File: config.mk
export PLATFORM = sky130hd
export DESIGN_NAME = nibble_trace_monitor_flat
export DESIGN_NICKNAME = d
export VERILOG_FILES = /design/src/rtl/trace_pkg.sv /design/src/rtl/nibble_trace_monitor_if.sv /design/src/rtl/trace_fifo.sv /design/src/rtl/nibble_trace_monitor.sv /design/src/flat_wrapper.sv
export SDC_FILE = /design/constraint.sdc
export NUM_CORES = 1
export LEC_CHECK = 0
export ABC_CLOCK_PERIOD_IN_PS = 3050
export CORE_MARGIN = 4
export CORE_UTILIZATION = 50
export CTS_BUF_LIST = sky130_fd_sc_hd__clkbuf_8 sky130_fd_sc_hd__clkbuf_16
export CTS_CLUSTER_DIAMETER = 200
export DETAILED_ROUTE_END_ITERATION = 10
export PLACE_DENSITY = 0.67
export SETUP_SLACK_MARGIN = 0.4
export SLEW_MARGIN = 5
export SYNTH_ARGS = -nofsm -noshare
export SYNTH_HDL_FRONTEND = slang
export SYNTH_SLANG_ARGS = --single-unit
File: constraint.sdc
create_clock -name clk -period 3.05 [get_ports clk]
set_clock_uncertainty 0.1 [all_clocks]
set_input_delay 0.61 -clock clk [delete_from_list [all_inputs] [get_ports clk]]
set_output_delay 0.61 -clock clk [all_outputs]
set_load 0.03 [all_outputs]
File: src/rtl/trace_pkg.sv
// Shared widths and the record layout for the nibble trace monitor.
package trace_pkg;

   // Width of each monitored bus.
   localparam int NIB_W = 4;

   // Default timestamp width; the record struct below is built on it.
   localparam int TS_W_DEF = 12;

   // Full record width at the default timestamp width.
   localparam int REC_W = TS_W_DEF + 2 * NIB_W;

   // One captured record: timestamp in the MSBs, response bus in the LSBs.
   typedef struct packed {
      logic [TS_W_DEF-1:0] ts;
      logic [NIB_W-1:0]    arr;
      logic [NIB_W-1:0]    out;
   } trace_rec_t;

endpackage

File: src/rtl/nibble_trace_monitor_if.sv
// Read port of the trace monitor.
// valid/ready: a record transfers on a rising clk edge where rd_valid and
// rd_ready are both high; rd_data holds the head record whenever rd_valid is
// high, and rd_valid never drops until that record transfers (except on
// clear/reset). rd_ready is ignored while rd_valid is low.
interface nibble_trace_monitor_if #(
   parameter int TS_W = 12
);
   logic              rd_valid;
   logic              rd_ready;
   logic [TS_W+7:0]   rd_data;

   // Monitor side drives the record and its valid.
   modport master (output rd_valid, output rd_data, input rd_ready);
   // Consumer side drives ready.
   modport slave  (input rd_valid, input rd_data, output rd_ready);
endinterface

File: src/rtl/trace_fifo.sv
// Generic show-ahead synchronous FIFO; head entry is always on rd_data.
module trace_fifo #(
   parameter int DEPTH = 8,
   parameter int WIDTH = 20
) (
   input  logic                     clk,
   input  logic                     rst_n,
   input  logic                     push,
   input  logic [WIDTH-1:0]         wr_data,
   input  logic                     pop,
   input  logic                     flush,
   output logic [WIDTH-1:0]         rd_data,
   output logic                     full,
   output logic                     empty,
   output logic [$clog2(DEPTH):0]   count
);

   localparam int AW = $clog2(DEPTH);

   logic [WIDTH-1:0] mem [DEPTH];
   logic [AW-1:0]    wr_ptr;
   logic [AW-1:0]    rd_ptr;
   logic [AW:0]      cnt;

   assign full    = (cnt == AW'(0) + (AW+1)'(DEPTH));
   assign empty   = (cnt == '0);
   assign count   = cnt;
   assign rd_data = mem[rd_ptr];

   // Storage is reset so the head reads zero out of reset.
   always_ff @(posedge clk or negedge rst_n) begin
      if (!rst_n) begin
         for (int i = 0; i < DEPTH; i++) mem[i] <= '0;
      end else if (!flush && push) begin
         mem[wr_ptr] <= wr_data;
      end
   end

   // Pointer and occupancy bookkeeping; flush wins over push and pop.
   always_ff @(posedge clk or negedge rst_n) begin
      if (!rst_n) begin
         wr_ptr <= '0;
         rd_ptr <= '0;
         cnt    <= '0;
      end else if (flush) begin
         wr_ptr <= '0;
         rd_ptr <= '0;
         cnt    <= '0;
      end else begin
         if (push) wr_ptr <= wr_ptr + AW'(1);
         if (pop)  rd_ptr <= rd_ptr + AW'(1);
         if (push && !pop)      cnt <= cnt + (AW+1)'(1);
         else if (pop && !push) cnt <= cnt - (AW+1)'(1);
      end
   end

endmodule

File: src/rtl/nibble_trace_monitor.sv
// Captures a timestamped record whenever the stimulus or response nibble
// changes, and queues it for an on-board consumer.
import trace_pkg::*;

module nibble_trace_monitor #(
   parameter int DEPTH = 8,
   parameter int TS_W  = 12
) (
   input  logic                     clk,
   input  logic                     rst_n,
   input  logic                     en,
   input  logic                     clear,
   input  logic [NIB_W-1:0]         arr,
   input  logic [NIB_W-1:0]         out,
   nibble_trace_monitor_if.master   rd,
   output logic [$clog2(DEPTH):0]   count,
   output logic                     overflow
);

   localparam int RW = TS_W + 2 * NIB_W;

   logic [TS_W-1:0]    ts;
   logic [2*NIB_W-1:0] prev;
   logic [2*NIB_W-1:0] cur;
   logic               primed;
   logic               rec_req;
   logic               do_pop;
   logic               do_push;
   logic               drop;
   logic               fifo_full;
   logic               fifo_empty;
   logic [RW-1:0]      fifo_rd_data;

   assign cur     = {arr, out};
   // First enabled sample after reset/clear always records.
   assign rec_req = en && (!primed || (cur != prev));
   assign do_pop  = !fifo_empty && rd.rd_ready && !clear;
   // A full FIFO still accepts a record when the head leaves in the same cycle.
   assign do_push = rec_req && !clear && (!fifo_full || do_pop);
   assign drop    = rec_req && !clear && fifo_full && !do_pop;

   assign rd.rd_valid = !fifo_empty;
   assign rd.rd_data  = fifo_rd_data;

   // Timestamp, change-detector history and sticky overflow.
   always_ff @(posedge clk or negedge rst_n) begin
      if (!rst_n) begin
         ts       <= '0;
         prev     <= '0;
         primed   <= 1'b0;
         overflow <= 1'b0;
      end else if (clear) begin
         ts       <= '0;
         primed   <= 1'b0;
         overflow <= 1'b0;
      end else if (en) begin
         ts <= ts + TS_W'(1);
         // Dropped records still update prev so a held value is not re-logged.
         if (rec_req) begin
            prev   <= cur;
            primed <= 1'b1;
         end
         if (drop) overflow <= 1'b1;
      end
   end

   trace_fifo #(
      .DEPTH (DEPTH),
      .WIDTH (RW)
   ) u_fifo (
      .clk     (clk),
      .rst_n   (rst_n),
      .push    (do_push),
      .wr_data ({ts, cur}),
      .pop     (do_pop),
      .flush   (clear),
      .rd_data (fifo_rd_data),
      .full    (fifo_full),
      .empty   (fifo_empty),
      .count   (count)
   );

endmodule

File: src/flat_wrapper.sv
// flat-port wrapper written by rule: the top's interface ports become plain ports
module nibble_trace_monitor_flat 
#(
   parameter int DEPTH = 8,
   parameter int TS_W  = 12
)
  (clk, rst_n, en, clear, arr, out, count, overflow, rd_rd_valid, rd_rd_data, rd_rd_ready);
  nibble_trace_monitor_if #(.TS_W(TS_W)) rd_i ();
  input  logic clk;
  input  logic rst_n;
  input  logic en;
  input  logic clear;
  input  logic [NIB_W-1:0] arr;
  input  logic [NIB_W-1:0] out;
  output logic [$clog2(DEPTH):0] count;
  output logic overflow;
  output wire logic [$bits(rd_i.rd_valid)-1:0] rd_rd_valid;
  output wire logic [$bits(rd_i.rd_data)-1:0] rd_rd_data;
  input wire logic [$bits(rd_i.rd_ready)-1:0] rd_rd_ready;
  assign rd_rd_valid = rd_i.rd_valid;
  assign rd_rd_data = rd_i.rd_data;
  assign rd_i.rd_ready = rd_rd_ready;
  nibble_trace_monitor #(.DEPTH(DEPTH), .TS_W(TS_W)) u_core (.clk(clk), .rst_n(rst_n), .en(en), .clear(clear), .arr(arr), .out(out), .rd(rd_i), .count(count), .overflow(overflow));
endmodule
==> results of run 1 <==
-- layout make-up --
class / instances / area [µm²]
flip-flops and latches: 192 / 4810
repair buffers: 106 / 1354
clock inverters: 12 / 155.1
inverters: 2 / 7.507
multi-input cells: 359 / 4095
clock buffers: 20 / 466.7
fillers: 1301 / 6307
well taps: 225 / 281.5
-- worst paths after layout --
kind                                     endpoint  slack (ns)  cells after the start
min in group clk            u_core.u_fifo.mem[53]        0.39                      1
max                                rd_rd_data[19]        0.15                      6
max reg2reg                u_core.u_fifo.count[3]        0.29                      9
max in group asynchronous          u_core.prev[3]        2.07                      2
min reg2reg                 u_core.u_fifo.mem[53]        0.39                      1
min                        u_core.u_fifo.mem[144]        0.08                      1
-- per-layer routing --
metal | track usage [%] | vias to the layer above | part of all wire, %
li1 | - | 2342 | -
met1 | 27.44 | 2754 | 44
met2 | 34.52 | 89 | 51
met3 | 4.234 | 20 | 3.2
met4 | 5.453 | 0 | 1.5
met5 | 0 | - | 0
-- synthesized netlist by cell type --
cell type / instances
dfrtp_1: 192
mux2_2: 178
mux4_2: 40
nor2_1: 26
buf_2: 19
clkbuf_1: 18
mux2_1: 15
nand2_1: 14
xnor2_1: 11
xor2_1: 10
buf_4: 7
buf_1: 6
nand2b_1: 6
nand3_1: 6
nor3_1: 6
buf_6: 5
ha_1: 5
mux2i_1: 5
and3_1: 4
a21oi_1: 3
nor2b_1: 3
or3_1: 3
a21o_1: 2
a31oi_1: 2
inv_1: 2
nand3_2: 2
nand4_1: 2
nor4_1: 2
o21ai_0: 2
or4_4: 2
and4_1: 1
clkbuf_2: 1
fa_1: 1
mux2i_4: 1
nor3b_1: 1
nor4b_1: 1
o21a_1: 1
o41a_1: 1
o41ai_2: 1
or2_2: 1
xnor2_2: 1
-- cells by family (layout without fill, tap and decap cells) --
family / count (synthesis) / in the layout / synth area share, %
mux: 239 / 239 / 34.82
xor+xnor: 22 / 22 / 2.215
buf+inv: 58 / 140 / 3.392
compound gates: 12 / 12 / 0.9691
fa+ha+maj: 6 / 6 / 0.9138
flops: 192 / 192 / 53.16
simple gates: 80 / 80 / 4.527
-- through the flow --
| stage | setup WS, ns | TNS, ns | area [µm²] | hold WS [ns] |
|---|---|---|---|---|
| after global placement | -0.3719 | -13.52 | 10010 | 0.3677 |
| after floorplan | 0.1121 | 0 | 9115 | 0.2144 |
| after CTS | 0.1304 | 0 | 11080 | 0.09400 |
| after detailed placement | -0.4822 | -16.32 | 10010 | 0.3786 |
| after global routing | 0.09990 | 0 | 11170 | 0.1157 |
| final | 0.1519 | 0 | 11170 | 0.08477 |
-- layout by cell type, fill, tap and decap left out, types with 4 or more instances in the layout --
cell type and n:
mux2_1 13, dlygate4sd2_1 6, clkbuf_16 17, buf_6 22, dfrtp_1 188, mux4_2 40
clkdlybuf4s50_1 7, nand3_1 5, and3_1 4, xor2_1 10, nor3_1 4, nand2b_1 6
mux2i_1 5, dfrtp_2 4, mux2_4 21, nor2_1 26, buf_4 35, buf_12 27
nand2_1 13, clkinvlp_4 4, buf_16 5, xnor2_1 8, xnor2_2 4, mux2_2 159
-- power by group through the flow --
stage | clock (µW) | sequential [µW] | combinational, µW
2_1_floorplan | 0 | 3020 | 1410
6_report | 2320 | 3000 | 2740
4_1_cts | 2370 | 3000 | 2700
3_3_place_gp | 0 | 3020 | 2030
5_1_grt | 2470 | 3030 | 2910
3_5_place_dp | 0 | 3040 | 2070
-- registers in the layout (all words and copies together), names as in the netlist --
register and count:
u_core.overflow 1, u_core.prev 8, u_core.primed 1, u_core.ts 12
u_core.u_fifo.count 4, u_core.u_fifo.mem 160, u_core.u_fifo.rd_ptr 3, u_core.u_fifo.wr_ptr 3
-- timing repair --
action | CTS | global route
setup endpoints to repair | 154 | 23
resized for setup | 130 | 14
setup buffers | 14 | 3
pin swaps | 12 | 1
gates cloned | 5 | 0
==> results.md, run 1 <==
- Critical-path top delay cell: mux4_2
- Clock Sinks: between 150 and 200
- CTS buffer count: 17
- Required @ worst endpoint: 2.34 ns
- Final period util: roughly 95%
- Seq pwr share: 37.2%
- Hold/Removal Path Class: primary input to asynchronous set/reset pin
- Worst-Margin Slew: 0.6483 ns
- Power per cell area: 721.4 mW/mm²
- FMAX: roughly 350 MHz
- Placer's final routability congestion estimate: around 0.8
- Cells after Synth: 609
- Initial DRC count: 204
- NumNets Final: 697
- Antenna violations before repair: 0
- Total GRT Usage: around a fifth
- Critical path peak fanout: 6
- Crit path from: u_core.u_fifo.rd_ptr[0]
- Largest cells by area after synthesis: dfrtp_1 53%, mux2_2 22%, mux4_2 10%, mux2_1 1.9%, nor2_1 1.1%
- Max-cap violations: 0
- Ratio of cells with drive above 1 in the final layout: 53.26%
- Total Power: ~8100 µW
- Critical path buffers and inverters: 4
- First-pass GRT wire length: 31.60 mm
- Wire per inst: around 21 µm
- RSZ-0062 raised after global routing: yes
- Via Count: 5205
- # DRC: 0
- Critical path class: flop to primary output
- Sw frac: 28.81%
- Initial core utilization: between 50% and 60%
- Mean Syn Cell Area: 14.84 µm²
- Num rows: 48
- P_int: 5737 µW
- Max transition margin: 56.78%
- Die ar.: 0.02029 mm²
- Yosys warning count: 0
- Synth unique cells: 41
- CTS tree: built
- Crit start category: flop
- Core area: between 0.015 and 0.02 mm²
- I/O Buffers: 38
- CTS root buf: clkbuf_16
- Most frequent CP cell: buf_12
- Post-Syn Area: approximately 0.0090 mm²
- Area leader, netlist: dfrtp_1
- Final setup vio count: 0
- Slew Viols, Final: 0
- Share of the synthesized area in the top cell type: 53.16%
- Die W: 142.4 µm
- Outcome: completed
- Die height: 142.4 µm
- Hpwl dp: 12.16 mm
- Net Sw Power: 2321 µW
- Fin. Hold Viols: 0
- Io pins: 39
- Vias in the first global route: 5634
- Gr ovfl total: 0
- Vias per cell: 5.682
- Synthesis-stage register bit count: 192
- Worst-Skew Late Latency: 0.43 ns
- Mapped Nets: approximately 630
- Reg clk slew, reported paths: 0.07 ns
- P&R area growth vs syn: 23.59%
- Ant. Diodes: 0
- Period minus WS final: 2.898 ns
- H-Tree Depth: 4
- Sequential fraction of the synthesis area: between 50% and 60%
- Post-route insts no fill: 916
- CP arrival: 2.19 ns
- Worst setup EP type: primary output
- Largest net degree at the start of global routing: 67
- Worst-path cell chain: buf_12 -> buf_12 -> buf_12 -> mux4_2 -> mux2_4 -> buf_6
- R2r startpoint: u_core.u_fifo.count[1]
- Crit-path leading delay family: multiplexers
- Clock power frac: 28.8%
- Clock buffer depth: 2
- Drt total wl: 19.57 mm
- Leakage Power: 0.005242 µW
- Antenna-violating nets left: 0
- Max stage delay on crit path: 0.50 ns
- Post-CTS Hold Buffers: 0
- Comb pwr share: 34.0%
- VDD IR-drop max: between 0.5 and 0.6 mV
- Dpl cells: 862
- DRT Pass-1 Iters: 4
- Final core occ: ~64%
Note: power is estimated with default switching activity, not from simulation.
==> run 2: changes to the inputs <==
--- a/config.mk
+++ b/config.mk
@@ -11,6 +11,7 @@
 export CTS_BUF_LIST = sky130_fd_sc_hd__clkbuf_8 sky130_fd_sc_hd__clkbuf_16
 export CTS_CLUSTER_DIAMETER = 200
 export DETAILED_ROUTE_END_ITERATION = 10
+export GPL_ROUTABILITY_DRIVEN = 0
 export PLACE_DENSITY = 0.67
 export SETUP_SLACK_MARGIN = 0.4
 export SLEW_MARGIN = 5
==> results of run 2 <==
The final DEF is identical to that of run 1; final timing and power are the same.
